===== src/rtl/row_sched_pkg.sv =====
`default_nettype none
// ============================================================================
// Module      : row_sched_pkg
// Description : Shared state encoding and width helpers for the row sample
//               scheduler and its request queue.
// Revision    : 1.0 - initial release
// ============================================================================
package row_sched_pkg;

    typedef enum logic [1:0] {
        IDLE   = 2'd0,
        ARMED  = 2'd1,
        ACTIVE = 2'd2,
        DONE   = 2'd3
    } sched_state_t;

    // Minimum width of one bit, so a single-row matrix still gets an index bus.
    function automatic int clog2_min1(input int value);
        return (value < 2) ? 1 : $clog2(value);
    endfunction

    function automatic int row_width(input int max_height);
        return clog2_min1(max_height);
    endfunction

    function automatic int idx_width(input int target_rows);
        return clog2_min1(target_rows);
    endfunction

endpackage
`default_nettype wire


===== src/rtl/row_req_fifo.sv =====
`default_nettype none
// ============================================================================
// Module      : row_req_fifo
// Description : Synchronous first-word-fall-through FIFO with flush, full and
//               empty flags; a pop frees a slot for a push in the same cycle.
// Revision    : 1.0 - initial release
// ============================================================================
module row_req_fifo #(
    parameter int WIDTH = 8,
    parameter int DEPTH = 4
) (
    input  logic             clk,
    input  logic             rst,
    input  logic             i_flush,
    input  logic             i_push,
    input  logic [WIDTH-1:0] i_data,
    input  logic             i_pop,
    output logic [WIDTH-1:0] o_data,
    output logic             o_full,
    output logic             o_empty
);

    localparam int c_PTR_W = $clog2(DEPTH);

    logic [WIDTH-1:0] r_mem [DEPTH];
    logic [c_PTR_W:0] r_wr_ptr;
    logic [c_PTR_W:0] r_rd_ptr;
    logic             w_do_push;
    logic             w_do_pop;

    // Pointers carry one extra wrap bit to tell full from empty.
    assign o_empty   = (r_wr_ptr == r_rd_ptr);
    assign o_full    = (r_wr_ptr[c_PTR_W] != r_rd_ptr[c_PTR_W]) &&
                       (r_wr_ptr[c_PTR_W-1:0] == r_rd_ptr[c_PTR_W-1:0]);
    assign w_do_pop  = i_pop && !o_empty;
    assign w_do_push = i_push && (!o_full || w_do_pop);
    assign o_data    = o_empty ? '0 : r_mem[r_rd_ptr[c_PTR_W-1:0]];

    always_ff @(posedge clk) begin
        if (rst || i_flush) begin
            r_wr_ptr <= '0;
            r_rd_ptr <= '0;
        end else begin
            if (w_do_push) begin
                r_wr_ptr <= r_wr_ptr + 1'b1;
            end
            if (w_do_pop) begin
                r_rd_ptr <= r_rd_ptr + 1'b1;
            end
        end
    end

    always_ff @(posedge clk) begin
        if (w_do_push) begin
            r_mem[r_wr_ptr[c_PTR_W-1:0]] <= i_data;
        end
    end

endmodule
`default_nettype wire


===== src/rtl/row_sample_scheduler.sv =====
`default_nettype none
// ============================================================================
// Module      : row_sample_scheduler
// Description : Bresenham vertical decimation of incoming video rows onto the
//               LED matrix rows; queues one transfer request per chosen row.
//               Optional macro ROW_SCHED_STATS_EN adds O_dropped_cnt.
// Revision    : 1.0 - initial release
// ============================================================================
module row_sample_scheduler
    import row_sched_pkg::*;
#(
    parameter int MAX_HEIGHT  = 1080,
    parameter int TARGET_ROWS = 8,
    parameter int FIFO_DEPTH  = 4
) (
    input  logic                                 I_rgb_clk,
    input  logic                                 I_rst,
    input  logic                                 I_new_frame,
    input  logic                                 I_new_row,
    input  logic                                 I_image_valid,
    input  logic [row_width(MAX_HEIGHT)-1:0]     I_image_height,
    output logic                                 O_req_valid,
    input  logic                                 I_req_ready,
    output logic [idx_width(TARGET_ROWS)-1:0]    O_req_row,
    output logic [row_width(MAX_HEIGHT)-1:0]     O_req_src_row,
    output logic                                 O_frame_done,
    output logic                                 O_busy,
`ifdef ROW_SCHED_STATS_EN
    output logic [15:0]                          O_dropped_cnt,
`endif
    output logic                                 O_overrun
);

    localparam int c_ROW_W   = row_width(MAX_HEIGHT);
    localparam int c_IDX_W   = idx_width(TARGET_ROWS);
    localparam int c_ACC_W   = c_ROW_W + 1;
    localparam int c_ENTRY_W = c_IDX_W + c_ROW_W;

    localparam logic [c_ACC_W-1:0] c_TGT      = c_ACC_W'(TARGET_ROWS);
    localparam logic [c_IDX_W-1:0] c_IDX_LAST = c_IDX_W'(TARGET_ROWS - 1);
    localparam logic [c_ROW_W-1:0] c_SRC_MAX  = c_ROW_W'(MAX_HEIGHT - 1);

    sched_state_t         r_state;
    sched_state_t         w_state_nxt;
    logic [c_ACC_W-1:0]   r_acc;
    logic [c_ACC_W-1:0]   w_acc_nxt;
    logic [c_ACC_W-1:0]   w_acc_sum;
    logic [c_ROW_W-1:0]   r_src_row;
    logic [c_ROW_W-1:0]   w_src_nxt;
    logic [c_IDX_W-1:0]   r_target_idx;
    logic [c_IDX_W-1:0]   w_idx_nxt;
    logic [c_ROW_W-1:0]   r_height;
    logic [c_ROW_W-1:0]   w_height_nxt;
    logic                 w_push;
    logic                 w_flush;
    logic                 w_frame_done_nxt;
    logic                 w_premature;
    logic                 r_frame_done;
    logic                 r_overrun;
    logic                 w_pop;
    logic                 w_drop;
    logic                 w_fifo_full;
    logic                 w_fifo_empty;
    logic [c_ENTRY_W-1:0] w_fifo_out;

    always_ff @(posedge I_rgb_clk) begin
        if (I_rst) begin
            r_state <= IDLE;
        end else begin
            r_state <= w_state_nxt;
        end
    end

    // Priority: geometry loss, then frame start, then row boundary.
    always_comb begin
        w_state_nxt      = r_state;
        w_acc_nxt        = r_acc;
        w_src_nxt        = r_src_row;
        w_idx_nxt        = r_target_idx;
        w_height_nxt     = r_height;
        w_push           = 1'b0;
        w_flush          = 1'b0;
        w_frame_done_nxt = 1'b0;
        w_premature      = 1'b0;
        w_acc_sum        = r_acc + c_TGT;

        if (!I_image_valid) begin
            w_state_nxt = IDLE;
            w_flush     = 1'b1;
        end else begin
            case (r_state)
                IDLE: begin
                    if ({1'b0, I_image_height} >= c_TGT) begin
                        w_state_nxt = ARMED;
                    end
                end
                ARMED, DONE, ACTIVE: begin
                    if (I_new_frame) begin
                        w_state_nxt  = ACTIVE;
                        w_acc_nxt    = '0;
                        w_src_nxt    = '0;
                        w_idx_nxt    = '0;
                        w_height_nxt = I_image_height;
                        // Leaving ACTIVE always means the last target was issued,
                        // so a frame start seen here cut the previous frame short.
                        w_premature  = (r_state == ACTIVE);
                    end else if (I_new_row && (r_state == ACTIVE)) begin
                        if (r_src_row != c_SRC_MAX) begin
                            w_src_nxt = r_src_row + 1'b1;
                        end
                        if (w_acc_sum >= {1'b0, r_height}) begin
                            w_acc_nxt = w_acc_sum - {1'b0, r_height};
                            w_push    = 1'b1;
                            if (r_target_idx == c_IDX_LAST) begin
                                w_frame_done_nxt = 1'b1;
                                w_state_nxt      = DONE;
                            end else begin
                                w_idx_nxt = r_target_idx + 1'b1;
                            end
                        end else begin
                            w_acc_nxt = w_acc_sum;
                        end
                    end
                end
                default: begin
                    w_state_nxt = IDLE;
                end
            endcase
        end
    end

    always_ff @(posedge I_rgb_clk) begin
        if (I_rst) begin
            r_acc        <= '0;
            r_src_row    <= '0;
            r_target_idx <= '0;
            r_height     <= '0;
            r_frame_done <= 1'b0;
            r_overrun    <= 1'b0;
        end else begin
            r_acc        <= w_acc_nxt;
            r_src_row    <= w_src_nxt;
            r_target_idx <= w_idx_nxt;
            r_height     <= w_height_nxt;
            r_frame_done <= w_frame_done_nxt;
            r_overrun    <= r_overrun | w_drop | w_premature;
        end
    end

    assign w_pop  = O_req_valid & I_req_ready;
    assign w_drop = w_push & w_fifo_full & ~w_pop;

    row_req_fifo #(
        .WIDTH (c_ENTRY_W),
        .DEPTH (FIFO_DEPTH)
    ) u_req_fifo (
        .clk     (I_rgb_clk),
        .rst     (I_rst),
        .i_flush (w_flush),
        .i_push  (w_push),
        .i_data  ({r_target_idx, r_src_row}),
        .i_pop   (w_pop),
        .o_data  (w_fifo_out),
        .o_full  (w_fifo_full),
        .o_empty (w_fifo_empty)
    );

    assign O_req_valid   = ~w_fifo_empty;
    assign O_req_row     = w_fifo_out[c_ENTRY_W-1 -: c_IDX_W];
    assign O_req_src_row = w_fifo_out[c_ROW_W-1:0];
    assign O_frame_done  = r_frame_done;
    assign O_busy        = (r_state == ACTIVE);
    assign O_overrun     = r_overrun;

`ifdef ROW_SCHED_STATS_EN
    logic [15:0] r_dropped_cnt;

    always_ff @(posedge I_rgb_clk) begin
        if (I_rst) begin
            r_dropped_cnt <= '0;
        end else if ((w_drop || w_premature) && (r_dropped_cnt != 16'hFFFF)) begin
            r_dropped_cnt <= r_dropped_cnt + 16'd1;
        end
    end

    assign O_dropped_cnt = r_dropped_cnt;
`endif

endmodule
`default_nettype wire

===== config.mk =====
export PLATFORM = sky130hd
export DESIGN_NAME = row_sample_scheduler
export DESIGN_NICKNAME = d
export VERILOG_FILES = /design/src/rtl/row_sched_pkg.sv /design/src/rtl/row_req_fifo.sv /design/src/rtl/row_sample_scheduler.sv
export SDC_FILE = /design/constraint.sdc
export NUM_CORES = 1
export LEC_CHECK = 0
export CAP_MARGIN = 5
export CORE_UTILIZATION = 46
export CTS_BUF_LIST = sky130_fd_sc_hd__clkbuf_16
export DETAILED_ROUTE_END_ITERATION = 12
export DONT_BUFFER_PORTS = 1
export GPL_ROUTABILITY_DRIVEN = 0
export PLACE_DENSITY = 0.69
export SLEW_MARGIN = 20
export SYNTH_ARGS = -nofsm -noshare
export SYNTH_HDL_FRONTEND = slang
export SYNTH_SLANG_ARGS = --single-unit

===== constraint.sdc =====
create_clock -name I_rgb_clk -period 3.54 [get_ports I_rgb_clk]
set_input_delay 0.708 -clock I_rgb_clk [delete_from_list [all_inputs] [get_ports I_rgb_clk]]
set_output_delay 0.708 -clock I_rgb_clk [all_outputs]
set_load 0.02 [all_outputs]

---- Word-level counts from Yosys, hierarchy flattened ----
Memory sizes are Yosys's and may differ from the RTL's. A register that Yosys moved wholly into a read port is not among the register bits.
Cells that the tools add are included.
cells by class
  eq/ne operators ......................... 13
  mux-type cells .......................... 31
  bitwise operators ....................... 11
  reduce and logical (&&, ||, !) cells .... 20
  $lt $le $gt $ge ......................... 2
  add/sub/neg operators ................... 6
operators with widths
  cell                                                                 number
  2-to-1 mux 12 bit                                                    3
  2-to-1 mux 11 bit                                                    3
  2-to-1 mux 14 bit                                                    1
  2-to-1 mux 2 bit                                                     7
  adder 12 x 4 -> 12 bit (second input constant)                       1
  greater-or-equal comparator 12 x 11 -> 1 bit                         1
  2-to-1 mux 1 bit                                                     12
  2-to-1 mux 3 bit                                                     4
  subtractor 12 x 11 -> 12 bit                                         1
  adder 11 x 1 -> 11 bit (second input constant)                       1
  greater-or-equal comparator 11 x 4 -> 1 bit (second input constant)  1
  inequality test 11 bit (second input constant)                       1
  adder 3 x 1 -> 3 bit (second input constant)                         3
  inequality test 3 bit (second input constant)                        3
  AND reduction 4 bit                                                  2
  NOT 1 bit                                                            6
  AND reduction 3 bit                                                  2
  nonzero test 2 bit                                                   3
  OR reduction 6 bit                                                   1
  AND reduction 5 bit                                                  1
  == test 2 bit (second input constant)                                2
  logical AND 1 bit                                                    4
  inequality test 2 bit (second input constant)                        2
  one-hot mux 2 bit (2 select lines)                                   1
  other kinds (12)                                                     17
storage, ports and cells
  memories kept ........................... 1
  output and inout port bits .............. 18
  flip-flop bits (word level) ............. 47
  input bits .............................. 17
  memory bits (writable) .................. 56
  word-level logic and storage cells ...... 93
memories
  name              depth  bits a word  read ports  clocked after Yosys merged registers in  wr ports  RTL line            source
  u_req_fifo.r_mem  4      14           1           1                                        1         row_req_fifo.sv:25  logic [WIDTH-1:0] r_mem [DEPTH];

---- Longest topological paths before layout ----
  depth in word-level cells ............... 11
  mapped depth ............................ 14
  depth with buffers taken out ............ 13

---- Cells and area by module ----
Synthesis repeated with hierarchy kept, for this count alone.
unflattened totals
  cell total of the unflattened synthesis .. 460
  area total of the unflattened synthesis .. 5286.3 µm²
by module, submodules not included
  module                area each (µm²)  instances  seq. area each (µm²)  cells an instance
  row_sample_scheduler  2683.8           1          820.8                 319
  row_req_fifo          2602.5           1          1841.8                141

---- Least setup slack after synthesis ----
OpenSTA, ideal clock, no wires.
  kind .................................... reg2reg
  start ................................... reg r_acc[3]
  end ..................................... mem u_req_fifo.r_mem[3][0] (netlist name), enable pin
  data arrival time ....................... 2711 ps
  period minus slack after synthesis ...... 3083 ps
  path buffers ............................ 0
  library setup time ...................... 373 ps
  data required time ...................... 3167 ps
  path slack .............................. 457 ps
  cell stages (with the launch flop) ...... 12
  path through ............................ dfxtp_1 > ha_1 > nand3_2 > inv_1 > nand3_1 > xnor2_1 > ha_1 > and3_1 > nor3b_2 > nor4_4 > a21oi_1 > and2_1
on the way
  word-level cells in the longest chain between the ends .. 10
ends and longest elaborated chain
  what                                          RTL line                     source
  start: declaration                            row_sample_scheduler.sv:45   logic [c_ACC_W-1:0] r_acc;
  start signal: assignment                      row_sample_scheduler.sv:141  r_acc <= w_acc_nxt;
  adder 12 x 4 -> 12 bit                        row_sample_scheduler.sv:85   w_acc_sum = r_acc + c_TGT;
  greater-or-equal comparator 12 x 11 -> 1 bit  row_sample_scheduler.sv:111  if (w_acc_sum >= {1'b0, r_height}) begin
  2-to-1 mux 1 bit                              row_sample_scheduler.sv:111
  2-to-1 mux 1 bit                              row_sample_scheduler.sv:107  end else if (I_new_row && (r_state == ACTIVE)) begin
  2-to-1 mux 1 bit                              row_sample_scheduler.sv:98   if (I_new_frame) begin
  2-to-1 mux 1 bit                              row_sample_scheduler.sv:91   case (r_state)
  2-to-1 mux 1 bit                              row_sample_scheduler.sv:87   if (!I_image_valid) begin
  logical AND 1 bit                             row_req_fifo.sv:36           assign w_do_push = i_push && (!o_full || w_do_pop);
  2-to-1 mux 1 bit                              row_req_fifo.sv:54           if (w_do_push) begin
  2-to-1 mux 1 bit (implied by the code)        row_req_fifo.sv:55           r_mem[r_wr_ptr[c_PTR_W-1:0]] <= i_data;
  end: declaration                              row_req_fifo.sv:25
Every way passes these cells.

---- Worst setup path after layout ----
  start ................................... reg r_acc[3]
  end ..................................... reg r_target_idx[0]
on the way
  word-level cells in the longest chain between the ends .. 4
ends and longest elaborated chain
  what                                          RTL line                     source
  adder 12 x 4 -> 12 bit                        row_sample_scheduler.sv:85
  greater-or-equal comparator 12 x 11 -> 1 bit  row_sample_scheduler.sv:111
  nonzero test 2 bit (no line)                  -
  AND reduction 5 bit (no line)                 -
  end signal: assignment                        row_sample_scheduler.sv:143  r_target_idx <= w_idx_nxt;
  end: declaration                              row_sample_scheduler.sv:50   logic [c_IDX_W-1:0] r_target_idx;
Every way passes these cells.
A chain may end at the register's enable or synchronous reset.

==> summary.txt <==
status: completed
Final #Nets: 480
Detailed Route Iter0 Violations: 113
vias in the first global route: 3222
largest net degree at the start of global routing: 23
HP Start: I_rst
Hold Fails Final Rpt: 0
Fin Setup TNS: 0 ps
# Post-CTS Setup Buffers: 0
WL final: 9.49 mm
max_slew headroom: 52.4%
post-layout util: 52.2%
RR Startpoint: r_acc[3]$_SDFFE_PP0P_
R2R Setup Slk: 310 ps
Core Area: 10400 um^2
Clock Sinks: 105
Finished Layout Cells: 583
# placed instances: 567
most used cell, CP: ha_1
1st-pass router iterations: 4
Worst-path clk slew: 70 ps
Worst Setup Start Kind: flip-flop
placed cell area: 5150 um^2
CP Data Required Time: 3770 ps
post-synth top area share: 33.6%
Final Cell Area: 5440 um^2
H-tree Lvls: 3
# diodes: 0
mux cell area share after synthesis: 7.12%
max_cap viols: 0
# rows: 37
Syn Inst Count: 441
critical path arrival: 3460 ps
Final WS setup: 311 ps
count leader, synth: edfxtp_1
Synth Area in Simple Gates: 16.9%
XOR/XNOR Fraction of Synth Area: 4.20%
clock skew: 6.44 ps
hold buffer count at cts: 0
kind of critical path: flip-flop to flip-flop
Seq/Total Area, Yosys: 53.2%
mapped cell area: 5000 um^2
total CTS buffers: 9
clock tree from TritonCTS: done
Area contributors post-synth: edfxtp_1 34%, dfxtp_1 20%, mux4_2 6.3%
dpl ws: 278 ps
Main synth FF type: edfxtp_1
Pins Over Slew Limit: 0
post-synthesis register bit count: 105
IO Pins: 35
worst vdd ir: 0.000309 V
largest family of logic cells by synthesized area: simple AND/OR/NAND/NOR gates
Net Count, Synth: 479
# setup viols final: 0
Synth Area in Compound Gates: 10.4%
hold_ws: 427 ps
Final min period: 3230 ps
Ys Warns: 0
Die ar.: 11300 um^2
worst hold path type: input pin to flip-flop
hpwl dp: 6.99 mm
Leak: 1.95 nW
P&R area growth vs syn: 8.60%
Hold Path End: r_height[8]$_SDFFE_PP0P_
Vias: 3230
initial antenna violation count: 0
Tightest Pin Transition: 711 ps
die height: 106 um
Port Buffers: 0
post-synthesis cell type count: 59
length in cells of the worst reg-to-reg path: 13
critical path peak fanout: 21
max incr delay on CP: 410 ps
Die X: 106 um
Clock Tree Buf Depth: 2
synthesized area per cell: 11.3 um^2
post-cts resize count: 0
final period utilization: 91.2%
DRC: 0
Cell Pwr Density: 426 nW/um^2
RSZ-0062 raised after global routing: no
CP Cell Sequence: ha_1, nand3_2, inv_1, nand3_1, xnor2_1, ha_1, and3_1, nor3b_2, nor4_4, nand2_2, nand2_4, nor2_1, mux2_2
clock latency on the worst-skew pair: 340 ps
crit path max-delay cell type: dfxtp_1
Starting Density: 48.0%
async set-reset flop share out of synthesis: 0%
first-pass GRT wire length: 15.9 mm
Vias/cell: 5.54
worst hold path depth: 1
routed len/inst: 16.3 um
EDFF count, synth: 56
Congestion Overflow GR: 0
Antenna Nets Post-Route: 0
CP Capture Type: flip-flop
adder-cell share of the synthesized area: 5.40%
layout cells sized above 1: 11.6%
worst reg2reg path endpoint: r_target_idx[0]$_SDFFE_PP0P_
Highest Clock Rate: 0.310 GHz
Final Power: 2.31 mW
commonest cells in the netlist: 56 x edfxtp_1, 49 x dfxtp_1, 43 x nand2_1
root buf cell: clkbuf_16
global-route usage over all layers: 18.3%
largest area contributor in the netlist: edfxtp_1
[layout by cell type, fill, tap and decap left out, types with 5 or more instances in the layout]
cell | Yosys | final
edfxtp_1 | 56 | 56
dfxtp_1 | 49 | 49
nand2_1 | 43 | 43
nor2_1 | 34 | 34
a21oi_1 | 31 | 30
ha_1 | 20 | 20
inv_1 | 18 | 18
o21ai_0 | 18 | 18
nor2b_1 | 17 | 17
mux4_2 | 14 | 14
xor2_1 | 13 | 13
nand3_1 | 12 | 12
xnor2_1 | 11 | 11
clkbuf_16 | 0 | 9
and3_1 | 7 | 7
or3_1 | 6 | 6
nor3_1 | 6 | 6
buf_4 | 0 | 6
o21a_1 | 5 | 5
and2_1 | 5 | 5
a21o_1 | 5 | 5
[worst max-delay path, delay by kind of cell (launching register included)]
family                   cells  cell delay [ps]
XOR/XNOR                     1              160
adder cells (fa/ha/maj)      2              620
buffers and inverters        1               90
flip-flops                   1              410
multiplexers                 1              260
AND/OR/NAND/NOR              8             1570
[sequential cells by signal, summed over array words and instances (netlist names), 2 cells and up, named ones only]
signal,flops
r_acc,12
r_height,11
r_src_row,11
r_state,2
r_target_idx,3
u_req_fifo.r_mem,56
u_req_fifo.r_rd_ptr,3
u_req_fifo.r_wr_ptr,3
[logic make-up after synthesis]
family	count (synthesis)
flip-flops	105
AO/OA/AOI/OAI	81
buffers and inverters	34
multiplexers	18
adder cells (fa/ha/maj)	21
XOR/XNOR	24
AND/OR/NAND/NOR	158
[layout make-up]
cell class | count | area (um^2)
fill | 920 | 4980
sequential | 105 | 2660
multi-input combinational | 302 | 2200
clock buffer | 9 | 225
tap | 136 | 170
inverter | 18 | 67.6
clock inverter | 7 | 60.1
timing repair buffer | 6 | 45.0
[report_power, final]
part           internal [mW]  switching (mW)
Sequential              1.27         0.00300
Clock                  0.491           0.457
Combinational         0.0325          0.0569
Total                   1.80           0.517
[worst max path at each step]
stage                                startpoint                                  end  slack [ps]  cells after the start
after floorplan           r_acc[3]$_SDFFE_PP0P_     u_req_fifo.r_mem[3][0]$_DFFE_PP_         460                     11
after global placement    r_acc[3]$_SDFFE_PP0P_     u_req_fifo.r_mem[3][4]$_DFFE_PP_         410                     12
after detailed placement  r_acc[3]$_SDFFE_PP0P_  u_req_fifo.r_wr_ptr[2]$_SDFFE_PP0P_         280                     14
after CTS                 r_acc[3]$_SDFFE_PP0P_  u_req_fifo.r_wr_ptr[2]$_SDFFE_PP0P_         240                     14
after global routing      r_acc[3]$_SDFFE_PP0P_         r_target_idx[0]$_SDFFE_PP0P_          40                     13
final                     r_acc[3]$_SDFFE_PP0P_         r_target_idx[0]$_SDFFE_PP0P_         310                     13
[metal layers]
| metal | routed length [um] | vias to the layer above | global-route usage, % |
|---|---|---|---|
| met2 | 4760 | 57 | 31.3 |
| met5 | 0 | - | 0 |
| met3 | 304 | 16 | 3.00 |
| li1 | - | 1603 | - |
| met4 | 219 | 0 | 8.33 |
| met1 | 4210 | 1554 | 22.5 |
(Power assumes the default switching activity.)
